==> src/rtl/alu_cmd_sequencer.sv <==
// Request/response sequencer in front of a fixed-latency ALU.
// Drives the ALU for ALU_LAT cycles, captures its result, and holds it until the response is accepted.
module alu_cmd_sequencer #(
  parameter int ALU_LAT = 1
) (
  input  logic        clk,
  input  logic        rst,
  input  logic        req_valid,
  output logic        req_ready,
  input  logic [7:0]  req_a,
  input  logic [7:0]  req_b,
  input  logic [3:0]  req_cmd,
  output logic [7:0]  alu_a,
  output logic [7:0]  alu_b,
  output logic [3:0]  alu_cmd,
  output logic        alu_en,
  input  logic [15:0] alu_out,
  output logic        rsp_valid,
  input  logic        rsp_ready,
  output logic [15:0] rsp_data,
  output logic        rsp_err,
  output logic [7:0]  op_count
);

  typedef enum logic [1:0] {
    IDLE,
    DRIVE,
    RESP
  } state_t;

  localparam logic [3:0] CMD_MAX = 4'b0100;
  localparam logic [2:0] LAT     = 3'(ALU_LAT);

  state_t      state, state_n;
  logic [2:0]  cnt, cnt_n;
  logic        req_ready_n;
  logic [7:0]  alu_a_n, alu_b_n;
  logic [3:0]  alu_cmd_n;
  logic        alu_en_n;
  logic        rsp_valid_n;
  logic [15:0] rsp_data_n;
  logic        rsp_err_n;
  logic [7:0]  op_count_n;
  logic        legal;

  assign legal = (req_cmd <= CMD_MAX);

  always_ff @(posedge clk) begin
    if (rst) begin
      state     <= IDLE;
      cnt       <= '0;
      req_ready <= 1'b1;
      alu_a     <= '0;
      alu_b     <= '0;
      alu_cmd   <= '0;
      alu_en    <= 1'b0;
      rsp_valid <= 1'b0;
      rsp_data  <= '0;
      rsp_err   <= 1'b0;
      op_count  <= '0;
    end else begin
      state     <= state_n;
      cnt       <= cnt_n;
      req_ready <= req_ready_n;
      alu_a     <= alu_a_n;
      alu_b     <= alu_b_n;
      alu_cmd   <= alu_cmd_n;
      alu_en    <= alu_en_n;
      rsp_valid <= rsp_valid_n;
      rsp_data  <= rsp_data_n;
      rsp_err   <= rsp_err_n;
      op_count  <= op_count_n;
    end
  end

  always_comb begin
    state_n     = state;
    cnt_n       = cnt;
    alu_a_n     = alu_a;
    alu_b_n     = alu_b;
    alu_cmd_n   = alu_cmd;
    alu_en_n    = alu_en;
    rsp_valid_n = rsp_valid;
    rsp_data_n  = rsp_data;
    rsp_err_n   = rsp_err;
    op_count_n  = op_count;

    unique case (state)
      IDLE: begin
        unique case (1'b1)
          (req_valid && legal): begin
            alu_a_n   = req_a;
            alu_b_n   = req_b;
            alu_cmd_n = req_cmd;
            alu_en_n  = 1'b1;
            cnt_n     = LAT;
            state_n   = DRIVE;
          end
          (req_valid && !legal): begin
            // Illegal opcode: answer at once, ALU untouched
            rsp_data_n  = '0;
            rsp_err_n   = 1'b1;
            rsp_valid_n = 1'b1;
            state_n     = RESP;
          end
          default: ;
        endcase
      end
      DRIVE: begin
        cnt_n = cnt - 3'd1;
        if (cnt == 3'd1) begin
          alu_en_n    = 1'b0;
          rsp_data_n  = alu_out;
          rsp_err_n   = 1'b0;
          rsp_valid_n = 1'b1;
          state_n     = RESP;
        end
      end
      RESP: begin
        if (rsp_ready) begin
          rsp_valid_n = 1'b0;
          state_n     = IDLE;
          if (!rsp_err) begin
            op_count_n = op_count + 8'd1;
          end
        end
      end
      default: begin
        state_n  = IDLE;
        alu_en_n = 1'b0;
      end
    endcase

    req_ready_n = (state_n == IDLE);
  end

endmodule

==> config.mk <==
export PLATFORM = sky130hd
export DESIGN_NAME = alu_cmd_sequencer
export DESIGN_NICKNAME = d
export VERILOG_FILES = /design/src/rtl/alu_cmd_sequencer.sv
export SDC_FILE = /design/constraint.sdc
export NUM_CORES = 1
export LEC_CHECK = 0
export ABC_AREA = 0
export CAP_MARGIN = 20
export CORE_UTILIZATION = 43
export DETAILED_ROUTE_END_ITERATION = 6
export PLACE_DENSITY = 0.87
export RECOVER_POWER = 100
export SLEW_MARGIN = 20
export SYNTH_ARGS = -nofsm -noshare
export SYNTH_HDL_FRONTEND = slang
export SYNTH_SLANG_ARGS = --single-unit
==> constraint.sdc <==
create_clock -name clk -period 1.68 [get_ports clk]
set_clock_uncertainty 0.05 [all_clocks]
set_input_delay 0.168 -clock clk [delete_from_list [all_inputs] [get_ports clk]]
set_output_delay 0.168 -clock clk [all_outputs]
set_load 0.05 [all_outputs]
==> metrics.txt, run 1 <==
post-synthesis register bit count 53; Max Clk Rate ~0.65 GHz; H-tree levels 2; Min-Delay Path Class input pin to flip-flop; CTS Buf Count 5; Synth area leader dfxtp_1; Die Span Y 72.89 um; average size of a mapped cell ~8.6 um^2; antenna violations before repair 0; Worst-path clk slew roughly 0.09 ns; starting density of the core 45.15%; critical path fanouts, max 21; crit path launch type flip-flop; core region area between 0.004 and 0.005 mm^2; synthesis-to-layout area growth 36.60%; Die ar. ~0.0053 mm^2; Post-Route WL just over 5000 um; asr flop ratio synth 0%; WP data arrival about 1.7 ns; DP Area 0.003077 mm^2; Seq/Total Area, Yosys between 40% and 50%; diodes inserted 0; Top-Level Pins 88; grt ovf 0; post-layout util between 60% and 70%; Worst setup EP type flip-flop; YS warnings 0; # fillers between 400 and 500; Crit Path Class flip-flop to flip-flop; fin crit period around 1.5 ns; crit path cell chain nor2b_2, buf_4, nand2_1, xor2_1, nor3_1; Clock Sinks 53; Distinct cells, synth 35; pin count of the biggest net entering global routing 24; postcts setup bufs 0; NumNets Final between 300 and 400; Initial DRC Count between 40 and 50; final setup fails 0; top-area cell type share of the netlist area 49.10%; vias around 2000; Final Max Slew Viols 0; port buffer count 87; PwrDens 855.5 mW/mm^2; # rows 25; share of cells above drive strength 1 under 10%; clock root cell clkbuf_8; vias per cell between 4 and 5; dpl hpwl 3835 um; max-cap violations 0; DRC viols 0; final worst path period share 91.47%; Leak a little over 1 nW; Slew @ Worst Pin 0.6329 ns; RD Place Congestion 0.7390; Post-Syn Area 0.002161 mm^2; Detailed Routing Iterations Pass 1 4; synth top area cells dfxtp_1 49%, a21oi_1 9.3%, nand2_1 8.2%; RSZ-0062 raised after global routing false; first-pass GRT wire length between 8000 and 9000 um; Clk Latency, worst-skew pair slightly below 0.3 ns; Multi-input gate area slightly below 0.001 mm^2; ANT nets after route 0; Hold Slack around 0.23 ns; final hold viol count 0; Synth Instances 252; PnR Total Power between 2 and 3 mW; slew margin rel. roughly 58%; vias in the first global route 2011; CP required between 1.5 and 2 ns; average wire per standard cell approximately 13 um; die width 72.89 um; CTS tree yes; final instance area between 0.002 and 0.003 mm^2; commonest cells in the netlist 53 x dfxtp_1, 47 x nand2_1, 40 x a21oi_1, 34 x nand3_1, 12 x nor2_1; Peak VDD IR 0.0004309 V; Seq. cell area between 0.001 and 0.0015 mm^2; status complete, no violations; Main synth FF type dfxtp_1; count leader, synth dfxtp_1; Worst path max stage delay 0.46 ns; hold_buf cts 0; GRT Util Overall between 20% and 30%; worst-case clock buffer depth 2; post-synth net total between 200 and 300; critical path's slowest cell dfxtp_2; EDFF count, synth 0
[metal layers]
metal	GRT usage, %	vias to the layer above	share of wire [%]
met5	0	-	0
met4	4.575	0	0.48
met3	5.249	4	6.3
met2	36.76	52	48
met1	23.80	938	45
li1	-	1047	-
[critical path, delay by kind of cell, from the launching register on]
| kind | cells | cell delay (ns) |
|---|---|---|
| simple gates | 3 | 0.52 |
| flops | 1 | 0.46 |
| buf+inv | 1 | 0.29 |
| xor+xnor | 1 | 0.14 |
[kinds of logic (layout without fill, tap and decap cells)]
logic type | Yosys count | in the layout | synth area share, %
compound gates | 54 | 54 | 14.13
xor+xnor | 7 | 7 | 2.837
fa+ha+maj | 3 | 3 | 1.737
buf+inv | 21 | 113 | 5.327
flops | 53 | 53 | 49.10
simple gates | 114 | 114 | 26.87
[stage by stage]
stage | setup WS (ns) | TNS (ns) | instances
6_report | 0.1432 | 0 | 411
3_3_place_gp | -0.07032 | -1.197 | 404
5_1_grt | 0.01124 | 0 | 411
2_1_floorplan | 0.1253 | 0 | 252
3_5_place_dp | -0.1025 | -2.390 | 404
4_1_cts | 0.008568 | 0 | 411
[power by group]
| part | total (mW) | internal (mW) | switching (mW) |
|---|---|---|---|
| Clock | 0.709 | 0.326 | 0.383 |
| Sequential | 1.33 | 1.30 | 0.0314 |
| Combinational | 0.486 | 0.199 | 0.288 |
| Total | 2.52 | 1.82 | 0.702 |
[final timing paths]
check	to	slack [ns]	start	cells past startpoint
max	cnt[2]	0.14	state[0]	5
min	op_count[2]	0.23	rst	2
max reg2reg	cnt[2]	0.14	state[0]	5
min reg2reg	alu_cmd[0]	0.41	alu_cmd[0]	2
[cell type report]
cell class / count / share of cell area, %
Sequential cell: 53 / 35.99
Multi-Input combinational cell: 178 / 33.66
Timing Repair Buffer: 103 / 24.08
Tap cell: 67 / 2.840
Clock buffer: 6 / 2.798
Inverter: 3 / 0.3815
Clock inverter: 1 / 0.2543
[sequential cells by signal (all words and copies together), names as in the netlist]
name / flops
alu_a: 8
alu_b: 8
alu_cmd: 4
alu_en: 1
cnt: 3
op_count: 8
req_ready: 1
rsp_data: 16
rsp_err: 1
rsp_valid: 1
state: 2
[layout by cell type (no fill, tap or decap), types with 4 or more instances in the layout]
cell type,n
a21oi_1,40
buf_4,13
clkbuf_1,48
clkbuf_8,6
clkdlybuf4s50_1,38
dfxtp_1,52
nand2_1,47
nand3_1,34
nor2_1,12
nor3_1,5
o21a_1,4
xnor2_1,4
[repair_timing]
item / CTS / global route
gates cloned: 0 / 0
gates resized for setup: 1 / 18
pin swaps: 0 / 0
setup endpoints to repair: 1 / 27
Power figures use the tool's default switching activity.
==> inputs of run 2 (changes only) <==
- CORE_MARGIN: unset -> 4
==> run 2 against run 1 <==
Net effect: non-clock buffer count fell by 1; sequential share of layout area rose by 0.073 points; utilization fell by 0.052 points; critical endpoint is now rsp_data[9]; clock power rose by 17%; wire length rose by 5.4%; via count barely moved; register-to-register slack barely moved; power rose by 4.4%.
==> metrics.txt, run 2 (synthesis results as in run 1) <==
# rows 25 (unchanged); first-pass GRT wire length 8970 um (+4.7%); FF-to-FF setup slack 0.14 ns (about the same); core region area 0.004786 mm^2 (unchanged); Detailed Routing Iterations Pass 1 4 (unchanged); crit path launch type flip-flop; Clk Latency, worst-skew pair 0.29 ns (about the same); final setup fails 0 (unchanged); slew margin rel. 57.50% (-0.49 points); final hold viol count 0 (unchanged); diodes inserted 0 (unchanged); PwrDens 894.2 mW/mm^2 (+4.5%); vias in the first global route 2019 (+0.40%); Placed Cells 403 (-0.25%); DRC viols 0 (unchanged); Worst setup EP type flip-flop; vias per cell 4.973 (+0.15%); pin count of the biggest net entering global routing 31 (+29%); CTS tree yes; H-tree levels 2 (unchanged); die width 78.89 um (+8.2%); Leak 1.014 nW (+0.40%); Net Switching 0.7118 mW (+1.4%); ANT nets after route 0 (unchanged); max-cap violations 0 (unchanged); NumNets Final 386 (-0.26%); clock root cell clkbuf_8; port buffer count 87 (unchanged); PnR Total Power 2.637 mW (+4.4%); Die ar. 0.006224 mm^2 (+17%); most common cell after layout, fill and taps aside dfxtp_1; Pint 1.925 mW (+5.6%); dpl hpwl 4004 um (+4.4%); Finished Layout Cells 410 (-0.24%); Setup WS pre-CTS -0.1091 ns (-0.006582 ns); Clock Sinks 53 (unchanged); total negative slack 0 ns (unchanged); critical path fanouts, max 16 (-24%); largest register by flop count rsp_data; share of cells above drive strength 1 8.746% (-0.85 points); WP data arrival 1.72 ns (+0.02 ns); RSZ-0062 raised after global routing false; Hold Slack 0.2923 ns (+0.06724 ns); worst-case clock buffer depth 2 (unchanged); Sw Ratio 26.99% (-0.82 points); grt ovf 0 (unchanged); fin crit period 1.542 ns (+0.005364 ns); final setup margin 0.1379 ns (-0.005364 ns); starting density of the core 45.15% (unchanged); commonest non-fill, non-tap cells in the layout 51 x dfxtp_1, 49 x clkbuf_1, 47 x nand2_1; Top-Level Pins 88 (unchanged); max FFs per register 16 (unchanged); Die Span Y 78.89 um (+8.2%); Peak VDD IR 0.0004510 V (+4.7%); RD Place Congestion 0.7705 (+4.3%); Post-Route WL 5477 um (+5.4%); Worst-path clk slew 0.09 ns (about the same); GRT Util Overall 17.74% (-2.5 points); final worst path period share 91.79% (+0.32 points); antenna violations before repair 0 (unchanged); Max Clk Rate 0.6485 GHz (-0.35%); CP required 1.85 ns (about the same); Min-Delay Path Class input pin to flip-flop; Final Max Slew Viols 0 (unchanged); average wire per standard cell 13.36 um (+5.6%); synthesis-to-layout area growth 36.48% (about the same); Clk pwr share 31.3% (+3.2 points); hold_buf cts 0 (unchanged); CTS Buf Count 5 (unchanged); Crit Path Class flip-flop to flip-flop; vias 2039 (-0.098%); Slew @ Worst Pin 0.6403 ns (+0.007441 ns); status complete, no violations; Initial DRC Count 87 (+78%); sequential share of power 50.4% (-2.2 points); combinational power share 18.3% (-1.0 points)
-- run 2: cell count changes in the layout (fill, tap and decap cells not counted), sizes merged --
cell,change
buf,-2
bufinv,+1
clkbuf,-1
clkinv,+1
clkinvlp,-1
dlygate4sd2,+1
-- run 2: final timing paths --
kind            start           to  cells past startpoint
min reg2reg  alu_b[1]     alu_b[1]                      2
max            cnt[1]  rsp_data[9]                      8
min               rst  op_count[0]                      2
max reg2reg    cnt[1]  rsp_data[9]                      8
-- run 2: layout make-up --
| type | instances | area (um^2) |
|---|---|---|
| clock buffers | 5 | 68.82 |
| clock inverters | 2 | 35.03 |
| fillers | 477 | 1837 |
| inverters | 3 | 11.26 |
| multi-input cells | 178 | 985.9 |
| flip-flops and latches | 53 | 1064 |
| well taps | 67 | 83.83 |
| repair buffers | 102 | 700.7 |
-- run 2: power groups by stage --
stage / Combinational, mW / Clock, mW / Sequential [mW]
5_1_grt: 0.520 / 0.911 / 1.34
2_1_floorplan: 0.191 / 0 / 1.46
3_3_place_gp: 0.507 / 0 / 1.36
3_5_place_dp: 0.516 / 0 / 1.36
4_1_cts: 0.518 / 0.845 / 1.33
6_report: 0.482 / 0.826 / 1.33
-- run 2: critical path, cell delays in order, from the launching register on --
cell	delay, ns
dfxtp_1	0.32
inv_1	0.06
ha_1	0.19
nor2b_1	0.13
buf_4	0.15
a21oi_4	0.17
buf_12	0.16
nand3_1	0.07
a21oi_1	0.16
-- run 2: what timing repair did --
action	CTS	global route
pin swaps	0	0
hold endpoints to repair	0	0
gates resized for setup	1	12
endpoints found under the setup margin	1	11
buffers inserted	0	0
-- run 2: per-stage QoR --
step	utilization, %	cell area (um^2)
global route	61.62	2949
detailed placement	63.71	3049
global placement	63.71	3049
floorplan	-	2161
finish	61.62	2949
CTS	65.86	3152
-- run 2: layer usage --
| metal | vias up | part of all wire, % | track usage (%) |
|---|---|---|---|
| met5 | - | 0 | 0 |
| met4 | 0 | 0.95 | 4.639 |
| met3 | 6 | 9.6 | 6.916 |
| met2 | 69 | 48 | 30.31 |
| met1 | 923 | 42 | 20.79 |
| li1 | 1041 | - | - |
==> RTL edit (settings of run 1) <==
Re-encode `state_t` (3 states) as one-hot, 3 bits wide.
--- a/src/rtl/alu_cmd_sequencer.sv
+++ b/src/rtl/alu_cmd_sequencer.sv
@@ -24,6 +24,6 @@
 
-  typedef enum logic [1:0] {
-    IDLE,
-    DRIVE,
-    RESP
+  typedef enum logic [2:0] {
+    IDLE  = 3'b001,
+    DRIVE = 3'b010,
+    RESP  = 3'b100
   } state_t;
Check against the original RTL: same outputs for any inputs over 10 cycles, from zero or initial values and one cycle with rst high; not proved beyond that.
==> RTL edit against run 1 <==
  * Final cell count rose by 7.8%
  * Design area grew 23%
  * Global-route usage is 2.2 points higher
  * Sequential cell count rose by 1
  * Synthesized area is 17% higher
  * Largest cell class is now multi-input combinational cells
  * Utilization up 3.1 points
  * Clock power increased by 26%
  * Sequential share of layout area down 6.0 points
  * Total power up 11%
  * Wire length up 39%
  * Setup slack got worse by 0.10 ns
==> RTL edit: results <==
group,metric,value,unit
outcome,outcome,"completed",
worst_setup_path,ff2ff_setup_slack,0.04,ns
global_route,grt_pass1_wl,11100,um
synth,ys_ff_latch,54,
timing,worstMarginPinSlew,0.631,ns
worst_setup_path,crit_type,"reg -> reg",
worst_setup_path,cp_data_arrival_time,1.84,ns
worst_setup_path,critPathMaxStageDelay,0.34,ns
synth,yosys-top-cells-area,"dfxtp_1, o31ai_1, a21oi_1, nand4_1, a41o_1",
synth,synth.yosys.seq_area_share,0.427,
synth,synth_compound_area_frac,0.238,
route,drt_iter0_markers,113,
synth,synthXorXnorAreaFrac,0.00346,
worst_setup_path,rr_endpoint,"rsp_data[13]",
layout,regMostFlops,"rsp_data",
layout,largest_register_ffs,16,
worst_setup_path,critPathMaxFanout,5,
placement,hpwlAfterDp,4800,um
synth,async_flop_share,0,
global_route,grt_max_degree,29,
global_route,grt_pass1_vias,2305,
global_route,grt_util_all_layers,0.225,
synth,synth_nets,317,
worst_setup_path,critPathLaunch,"cnt[1]",
route,detail-route-antenna-nets,0,
cts,clk_latency,0.31,ns
pwr,leakage,1.38,nW
route,via_per_inst,5.83,
synth,synthAdderAreaFrac,0.0148,
layout,drive_gt1_frac,0.221,
synth,synth_mux_area_frac,0.0133,
worst_setup_path,cpLargestDelayFamily,"buffers and inverters",
layout,num-fill-cells,505,
worst_setup_path,reg2regPathDepth,8,
route,wl,7240,um
layout,nNetsFinal,414,
synth,synth_cell_type_count,46,
placement,gp_congestion,0.816,
cts,path_clk_slew,0.09,ns
synth,synth_commonest_cells,"dfxtp_1, a21oi_1, clkbuf_1",
pwr,peakVddDrop,0.486,mV
RTL edit: cell count changes after synthesis, moves of 7 or more:
cell,delta
nor4b_1,+9
inv_1,+14
nand2_1,-43
o41ai_1,+7
a21oi_1,-12
or4b_2,+7
a41o_1,+9
clkbuf_1,+16
nand3_1,-33
nor2_1,-8
o31ai_1,+22
nand4_1,+20
RTL edit: worst min-delay path by stage:
stage,start,end,slack (ns),cells past startpoint
6_report,rst,alu_a[5],0.32,2
5_1_grt,rst,alu_a[5],0.32,2
3_5_place_dp,rsp_data[5],rsp_data[5],0.40,2
2_1_floorplan,req_a[0],alu_a[0],0.27,2
3_3_place_gp,rsp_data[3],rsp_data[3],0.40,2
4_1_cts,rst,alu_cmd[0],0.26,2
RTL edit: report_power, final:
group	leakage (nW)	total [mW]	switching (mW)	internal (mW)
clock	0.0573	0.890	0.412	0.477
sequential	0.441	1.35	0.0332	1.32
combinational	0.881	0.571	0.335	0.236
RTL edit: final cells by class:
cell class / count / area, um^2 / share of cell area
clock buffer: 6 / 82.6 / 0.0227
inverter: 17 / 66.3 / 0.0183
clock inverter: 1 / 30.0 / 0.00827
multi-input combinational: 171 / 1380 / 0.380
tap: 72 / 90.1 / 0.0248
sequential: 54 / 1090 / 0.300
timing repair buffer: 122 / 892 / 0.246
RTL edit: cells by family after synthesis:
family	after synthesis
flops	54
xor+xnor	1
compound gates	86
simple gates	78
fa+ha+maj	3
mux	3
buf+inv	49
RTL edit: what timing repair did:
item | 4_1_cts | 5_1_grt
gates cloned | 1 | 0
gates resized for setup | 16 | 30
setup buffers | 3 | 2
pin swaps | 0 | 1
setup endpoints to repair | 15 | 42
RTL edit: metrics by stage:
stage / setup slack, ns / cells / instance area (um^2) / TNS [ns] / hold slack, ns
2_1_floorplan: 0.00449 / 274 / 2540 / 0 / 0.268
6_report: 0.0417 / 443 / 3630 / 0 / 0.317
3_3_place_gp: -0.178 / 430 / 3500 / -0.431 / 0.403
4_1_cts: 0.000285 / 441 / 3670 / 0 / 0.257
5_1_grt: -0.00816 / 443 / 3630 / -0.00816 / 0.324
3_5_place_dp: -0.159 / 430 / 3500 / -0.577 / 0.402
RTL edit: worst reg2reg max path, stage by stage, from the launching register on:
cell and delay (ns):
dfxtp_2 0.34, inv_4 0.06, ha_4 0.14, nand4bb_4 0.13, buf_6 0.16, buf_4 0.13, buf_4 0.14, nor4b_1 0.28
a41o_1 0.14
RTL edit: metal layers:
| metal | track usage | up-vias | routed length (um) |
|---|---|---|---|
| met5 | 0 | - | 0 |
| met4 | 0.0667 | 0 | 75 |
| met3 | 0.0448 | 5 | 491 |
| met2 | 0.377 | 94 | 3490 |
| met1 | 0.289 | 1231 | 3180 |
| li1 | - | 1253 | - |
